--- src/rtl/pc_branch_unit_if.sv ---
// Execute-to-fetch control-transfer bus for pc_branch_unit.
// The master is the execute stage; the slave is the PC/branch unit.
interface pc_branch_unit_if #(
    parameter int WIDTH     = 32,
    parameter int RAS_DEPTH = 8
);
    logic                         stall;
    logic                         redirect_valid;
    logic [1:0]                   redirect_kind;
    logic [WIDTH-1:0]             redirect_base;
    logic [WIDTH-1:0]             offset;
    logic                         is_call;
    logic [WIDTH-1:0]             call_link;
    logic [WIDTH-1:0]             pc_out;
    logic [WIDTH-1:0]             pc_plus4;
    logic                         misalign;
    logic [$clog2(RAS_DEPTH):0]   ras_count;
    logic                         ras_empty;

    modport master (
        output stall, redirect_valid, redirect_kind, redirect_base, offset, is_call, call_link,
        input  pc_out, pc_plus4, misalign, ras_count, ras_empty
    );

    modport slave (
        input  stall, redirect_valid, redirect_kind, redirect_base, offset, is_call, call_link,
        output pc_out, pc_plus4, misalign, ras_count, ras_empty
    );
endinterface

--- src/rtl/pc_branch_unit.sv ---
// Fetch PC register with redirect target generation, alignment check and a
// circular return-address stack. The bus interface must use the same WIDTH/RAS_DEPTH.
module pc_branch_unit #(
    parameter int               WIDTH     = 32,
    parameter logic [WIDTH-1:0] RESET_PC  = '0,
    parameter int               RAS_DEPTH = 8,
    parameter int               ALIGN     = 2
) (
    input logic               clk,
    input logic               reset,
    pc_branch_unit_if.slave   bus
);
    localparam int               PTR_W      = $clog2(RAS_DEPTH);
    localparam int               CNT_W      = PTR_W + 1;
    localparam logic [CNT_W-1:0] CNT_FULL   = CNT_W'(RAS_DEPTH);
    localparam logic [WIDTH-1:0] ALIGN_MASK = WIDTH'((64'd1 << ALIGN) - 64'd1);

    typedef enum logic [1:0] {
        KIND_BRANCH = 2'b00,
        KIND_JAL    = 2'b01,
        KIND_JALR   = 2'b10,
        KIND_RETURN = 2'b11
    } kind_e;

    logic [WIDTH-1:0] pc_q;
    logic             misalign_q;
    logic [WIDTH-1:0] ras_mem [RAS_DEPTH];
    logic [PTR_W-1:0] ras_ptr;
    logic [CNT_W-1:0] ras_cnt;

    logic [WIDTH-1:0] sum;
    logic [WIDTH-1:0] jalr_tgt;
    logic [WIDTH-1:0] tgt;
    logic [PTR_W-1:0] wr_ptr;
    logic             aligned;
    logic             do_update;
    logic             do_pop;
    logic             do_push;

    // NOTE: every signal written here gets a default first, so no path leaves it unassigned and no latch is inferred.
    always_comb begin
        sum      = bus.redirect_base + bus.offset;
        jalr_tgt = {sum[WIDTH-1:1], 1'b0};
        tgt      = sum;
        unique case (kind_e'(bus.redirect_kind))
            KIND_BRANCH, KIND_JAL: tgt = sum;
            KIND_JALR:             tgt = jalr_tgt;
            KIND_RETURN:           tgt = (ras_cnt != '0) ? ras_mem[ras_ptr] : jalr_tgt;
            default:               tgt = sum;
        endcase
        aligned   = (tgt & ALIGN_MASK) == '0;
        do_update = bus.redirect_valid && aligned;
        do_pop    = do_update && (kind_e'(bus.redirect_kind) == KIND_RETURN) && (ras_cnt != '0);
        do_push   = do_update && bus.is_call;
        // A simultaneous pop and push replaces the current top in place.
        wr_ptr    = do_pop ? ras_ptr : ras_ptr + PTR_W'(1);
    end

    // NOTE: sequential state uses non-blocking assignments so every register samples pre-edge values.
    always_ff @(posedge clk) begin
        if (reset) begin
            pc_q       <= RESET_PC;
            misalign_q <= 1'b0;
            ras_ptr    <= '0;
            ras_cnt    <= '0;
        end else begin
            if (bus.redirect_valid && !aligned) begin
                misalign_q <= 1'b1;
            end else if (bus.redirect_valid) begin
                pc_q       <= tgt;
                misalign_q <= 1'b0;
            end else if (bus.stall) begin
                misalign_q <= 1'b0;
            end else begin
                pc_q       <= pc_q + WIDTH'(4);
                misalign_q <= 1'b0;
            end

            if (do_push && !do_pop) begin
                ras_ptr <= ras_ptr + PTR_W'(1);
                if (ras_cnt != CNT_FULL) ras_cnt <= ras_cnt + CNT_W'(1);
            end else if (do_pop && !do_push) begin
                ras_ptr <= ras_ptr - PTR_W'(1);
                ras_cnt <= ras_cnt - CNT_W'(1);
            end
        end
    end

    // NOTE: stack storage has no reset; entries above ras_cnt are never read as targets.
    always_ff @(posedge clk) begin
        if (!reset && do_push) ras_mem[wr_ptr] <= bus.call_link;
    end

    assign bus.pc_out    = pc_q;
    assign bus.pc_plus4  = pc_q + WIDTH'(4);
    assign bus.misalign  = misalign_q;
    assign bus.ras_count = ras_cnt;
    assign bus.ras_empty = (ras_cnt == '0);
endmodule

--- src/flat_wrapper.sv ---
// flat-port wrapper written by rule: the top's interface ports become plain ports
module pc_branch_unit_flat 
#(
    parameter int               WIDTH     = 32,
    parameter logic [WIDTH-1:0] RESET_PC  = '0,
    parameter int               RAS_DEPTH = 8,
    parameter int               ALIGN     = 2
)
  (clk, reset, bus_stall, bus_redirect_valid, bus_redirect_kind, bus_redirect_base, bus_offset, bus_is_call, bus_call_link, bus_pc_out, bus_pc_plus4, bus_misalign, bus_ras_count, bus_ras_empty);
  pc_branch_unit_if #(.WIDTH(WIDTH), .RAS_DEPTH(RAS_DEPTH)) bus_i ();
  input logic clk;
  input logic reset;
  input wire logic [$bits(bus_i.stall)-1:0] bus_stall;
  input wire logic [$bits(bus_i.redirect_valid)-1:0] bus_redirect_valid;
  input wire logic [$bits(bus_i.redirect_kind)-1:0] bus_redirect_kind;
  input wire logic [$bits(bus_i.redirect_base)-1:0] bus_redirect_base;
  input wire logic [$bits(bus_i.offset)-1:0] bus_offset;
  input wire logic [$bits(bus_i.is_call)-1:0] bus_is_call;
  input wire logic [$bits(bus_i.call_link)-1:0] bus_call_link;
  output wire logic [$bits(bus_i.pc_out)-1:0] bus_pc_out;
  output wire logic [$bits(bus_i.pc_plus4)-1:0] bus_pc_plus4;
  output wire logic [$bits(bus_i.misalign)-1:0] bus_misalign;
  output wire logic [$bits(bus_i.ras_count)-1:0] bus_ras_count;
  output wire logic [$bits(bus_i.ras_empty)-1:0] bus_ras_empty;
  assign bus_i.stall = bus_stall;
  assign bus_i.redirect_valid = bus_redirect_valid;
  assign bus_i.redirect_kind = bus_redirect_kind;
  assign bus_i.redirect_base = bus_redirect_base;
  assign bus_i.offset = bus_offset;
  assign bus_i.is_call = bus_is_call;
  assign bus_i.call_link = bus_call_link;
  assign bus_pc_out = bus_i.pc_out;
  assign bus_pc_plus4 = bus_i.pc_plus4;
  assign bus_misalign = bus_i.misalign;
  assign bus_ras_count = bus_i.ras_count;
  assign bus_ras_empty = bus_i.ras_empty;
  pc_branch_unit #(.WIDTH(WIDTH), .RESET_PC(RESET_PC), .RAS_DEPTH(RAS_DEPTH), .ALIGN(ALIGN)) u_core (.clk(clk), .reset(reset), .bus(bus_i));
endmodule
--- config.mk ---
export PLATFORM = sky130hd
export DESIGN_NAME = pc_branch_unit_flat
export DESIGN_NICKNAME = d
export VERILOG_FILES = /design/src/rtl/pc_branch_unit_if.sv /design/src/rtl/pc_branch_unit.sv /design/src/flat_wrapper.sv
export SDC_FILE = /design/constraint.sdc
export NUM_CORES = 1
export LEC_CHECK = 0
export BUFFER_PORTS_ARGS = -buffer_cell sky130_fd_sc_hd__clkbuf_2
export CAP_MARGIN = 40
export CORE_AREA = 3 3 185 133
export CTS_BUF_LIST = sky130_fd_sc_hd__clkbuf_8 sky130_fd_sc_hd__clkbuf_16
export DETAILED_ROUTE_END_ITERATION = 12
export DIE_AREA = 0 0 188 136
export GPL_ROUTABILITY_DRIVEN = 0
export GPL_TIMING_DRIVEN = 0
export PLACE_DENSITY = 0.84
export SLEW_MARGIN = 20
export SYNTH_ARGS = -nofsm -noshare
export SYNTH_HDL_FRONTEND = slang
export SYNTH_SLANG_ARGS = --single-unit
--- constraint.sdc ---
create_clock -name clk -period 17.5 [get_ports clk]
set_input_delay 3.5 -clock clk [delete_from_list [all_inputs] [get_ports clk]]
set_output_delay 3.5 -clock clk [all_outputs]
set_load 0.01 [all_outputs]
==> results.toml <==
[timing]
period_needed_ns = 6.782
finalSetupTns_ns = 0
final_critical_path_setup_slack_ns = 10.72
worstMarginPinSlew_ns = 0.8817
period_share = 0.3875
report.final.hold_viol_count = 0
fmax_mhz = 147.5
timing.final.max_slew_violations = 0
clock-skew-final_ns = 0.02886
max-slew-margin-rel = 0.4122
setup_viol = 0
setup_repair_after_global_routing_missed_its_margin = "false"

[critical_path]
critPathKind = "flop to output port"
cp_top_family = "simple AND/OR/NAND/NOR gates"
end_kind = "output port"
crit_chain = "ha_1 > nand2_1 > nor4_4 > nand2_1 > nor2_1 > xor2_1 > clkbuf_2"
cp_data_required_time_ns = 14.00
slowest_delay_ns = 0.57
timing.critical_path.depth = 7
cp.arrival_ns = 3.28
worstPathMaxFanout = 9
cpMostUsedCell = "nand2_1"
cp-start-kind = "flop"
critical_path.slowest_cell = "dfxtp_1"
reg2regPathDepth = 15
critical_path.reg2reg.endpoint = "u_core.bus.ras_count[3]$_SDFFE_PP0P_"
critical_path.n_buffers_inverters = 1
setup.worst_path.start = "u_core.bus.pc_out[2]$_SDFFE_PP0N_"
crit_end = "bus_pc_plus4[30]"
timing.reg2reg.setup_slack_ns = 13.53

[logic_synthesis]
synth_area_leader_cell = "edfxtp_1"
synthFlopType = "edfxtp_1"
post_synth.cell_area_avg_um2 = 13.89
post_synth_num_cell_types = 80
top_cell_type_s_share_of_synthesized_area = 0.5367
number_of_enable_type_register_cells_in_the_synthesized_netlist = 256
synth-seq-area-share = 0.5968
mappedNetlistArea_um2 = 14320
synth_nets = 1174
netlist_instances = 1031
post_synth_arst_share = 0
synth.top_cells.by_area = "edfxtp_1, mux4_2, dfxtp_1"
ys_seq_elements = 299
synth_warnings = 0

[floorplan]
die-area_um2 = 25570
fp.dieW_um = 188
rows = 46
core_area_um2 = 22730
top_level_ports = 173
initial_utilization = 0.6300
die_h_um = 136

[routing]
initialDrtViolationCount = 1645
route.detailed.vias_per_inst = 6.628
detailroute.via_count = 10540
post_drt_wl_per_cell_um = 24.89
first_pass_iters = 8
detail_route.wirelength_um = 39580
final_antenna_net_count = 0
drcViolationCount = 0

[placed_design]
place.detailed.hpwl_um = 28660
dp.cells = 1541
pre_cts_slack_ns = 10.57
placement.io_buffers = 171

[clock_tree]
clock_transition_at_the_registers_of_the_reported_paths_ns = 0.07
maximum_buffer_depth_of_the_clock_tree = 3
cts.hold.buffers_added = 0
cts_resized = 0
cts_max_level = 1
tritoncts = "built"
cts_made_buffers = 27
cts_root_buf = "clkbuf_16"
cts_setup_buffers = 0
clock_sink_count = 299
clkLatencyLatePin_ns = 0.55

[global_route]
via_count_of_the_first_global_routing_pass = 9954
largest_net_degree_at_the_start_of_global_routing = 23
grt_overflow_total = 0
grt_antenna_before_repair = 3
grt_first_pass_wirelength_um = 59090
grt_usage = 0.3069

[power]
power-per-cell-area_nw_per_um2 = 97.96
p_leak_nw = 6.039
vdd_ir_drop_max_uv = 89.84
p_total_mw = 1.638

[cells_and_area]
numnets_final = 1402
share_of_cells_above_drive_strength_1 = 0.2686
area_growth_pct = 16.70
final_cell_count_no_fill = 1590

[hold_path]
min_path_cells = 1
hp-class = "flop to flop"

[run]
max_cap_viol_count = 0

[status]
status = "finished clean"
==> worst min-delay path by stage <==
stage	start	endpoint	slack [ns]
floorplan	u_core.ras_ptr[2]$_SDFFE_PP0N_	flop	0.51
global placement	u_core.bus.pc_out[1]$_SDFFE_PP0P_	u_core.bus.pc_out[1]$_SDFFE_PP0P_	0.48
detailed placement	u_core.bus.pc_out[1]$_SDFFE_PP0P_	u_core.bus.pc_out[1]$_SDFFE_PP0P_	0.50
CTS	u_core.bus.pc_out[1]$_SDFFE_PP0P_	u_core.bus.pc_out[1]$_SDFFE_PP0P_	0.52
global route	u_core.bus.pc_out[1]$_SDFFE_PP0P_	u_core.bus.pc_out[1]$_SDFFE_PP0P_	0.53
finish	u_core.bus.pc_out[1]$_SDFFE_PP0P_	u_core.bus.pc_out[1]$_SDFFE_PP0P_	0.51
==> kinds of logic (layout without fill, tap and decap cells) <==
kind of cell | count (synthesis) | in the layout | synth area share
AOI/OAI and AO/OA | 198 | 198 | 0.09120
xor gates and xnor gates | 61 | 61 | 0.03782
and+or+nand+nor | 262 | 262 | 0.09443
muxes | 96 | 96 | 0.1216
buffers and inverters | 75 | 321 | 0.02219
other | 0 | 1 | 0
adders and majority gates | 40 | 40 | 0.03599
DFF | 299 | 299 | 0.5968
==> sequential cells by signal, indices dropped and copies added (netlist names), named ones only <==
name,flops
u_core.bus.pc_out,32
u_core.bus.misalign,1
u_core.bus.ras_count,4
u_core.ras_ptr,3
u_core.ras_mem,256
==> area by class of cell <==
| class | instances | area [um^2] |
|---|---|---|
| plain buffers | 55 | 242.7 |
| multi-input cells | 657 | 5500 |
| clock buffers | 27 | 675.6 |
| diodes | 1 | 2.502 |
| repair buffers | 199 | 1136 |
| well taps | 312 | 390.4 |
| flip-flops and latches | 299 | 8548 |
| fillers | 1426 | 6018 |
| inverters | 20 | 75.07 |
| clock inverters | 20 | 145.1 |
==> worst register-to-register path: stages, from the launching register on <==
cell and delay [ns]:
dfxtp_1 0.32, buf_2 0.22, mux4_2 0.58, a22oi_2 0.25, a21oi_2 0.17, nand2_1 0.18, buf_2 0.29, ha_1 0.19
clkbuf_1 0.34, inv_1 0.16, ha_1 0.30, a21o_1 0.17, a21oi_1 0.17, xnor2_1 0.09, or3_1 0.32, a21oi_1 0.15
==> placed cells by master, fill, tap and decap left out, types with 35 or more instances in the layout <==
| master | count |
|---|---|
| ha_1 | 38 |
| clkbuf_1 | 35 |
| mux4_2 | 62 |
| nor2_1 | 70 |
| a21oi_1 | 62 |
| o21ai_0 | 36 |
| dfxtp_1 | 43 |
| edfxtp_1 | 256 |
| nand2_1 | 66 |
| clkbuf_2 | 171 |
==> routing by layer <==
| layer | global-route usage | vias to the layer above | wire length, um | share of wire |
|---|---|---|---|---|
| met4 | 0.09538 | 4 | 1250 | 0.032 |
| met2 | 0.4601 | 801 | 17620 | 0.45 |
| met3 | 0.1021 | 141 | 5581 | 0.14 |
| li1 | - | 4501 | - | - |
| met5 | 0 | - | 27 | 0.00068 |
| met1 | 0.4321 | 5091 | 15090 | 0.38 |
==> report_power, final <==
group	internal, mW	total, mW	switching [mW]
sequential	0.786	0.806	0.0192
combinational	0.108	0.272	0.164
clock	0.309	0.560	0.251
==> cell usage after synthesis, drive strengths merged, types with 3 or more instances <==
| cell | n |
|---|---|
| nor4 | 7 |
| buf | 20 |
| o2111ai | 3 |
| dfxtp | 43 |
| and2 | 5 |
| nor2 | 71 |
| nor4b | 6 |
| nand4 | 10 |
| ha | 38 |
| a211oi | 17 |
| o211ai | 10 |
| and4b | 3 |
| a21o | 10 |
| o31ai | 3 |
| edfxtp | 256 |
| xnor2 | 32 |
| mux4 | 62 |
| mux2i | 30 |
| nand2b | 4 |
| or2 | 5 |
| mux2 | 4 |
| o21ai | 38 |
| nand3b | 3 |
| a21oi | 64 |
| nor3 | 16 |
| and4 | 7 |
| nor2b | 8 |
| nor3b | 3 |
| clkbuf | 35 |
| o32ai | 3 |
| inv | 20 |
| nand2 | 66 |
| and3 | 9 |
| a31oi | 8 |
| xor2 | 29 |
| or3 | 5 |
| o21bai | 6 |
| a221oi | 6 |
| nand3 | 32 |
==> per-stage QoR <==
step,hold slack (ns),cell area (um^2),utilization
after global routing,0.5253,16720,0.7353
after detailed placement,0.5032,15880,0.6986
final,0.5134,16720,0.7353
after CTS,0.5158,16700,0.7347
after global placement,0.4759,15570,0.6849
after floorplan,0.5097,14320,-
Power figures use the tool's default switching activity.
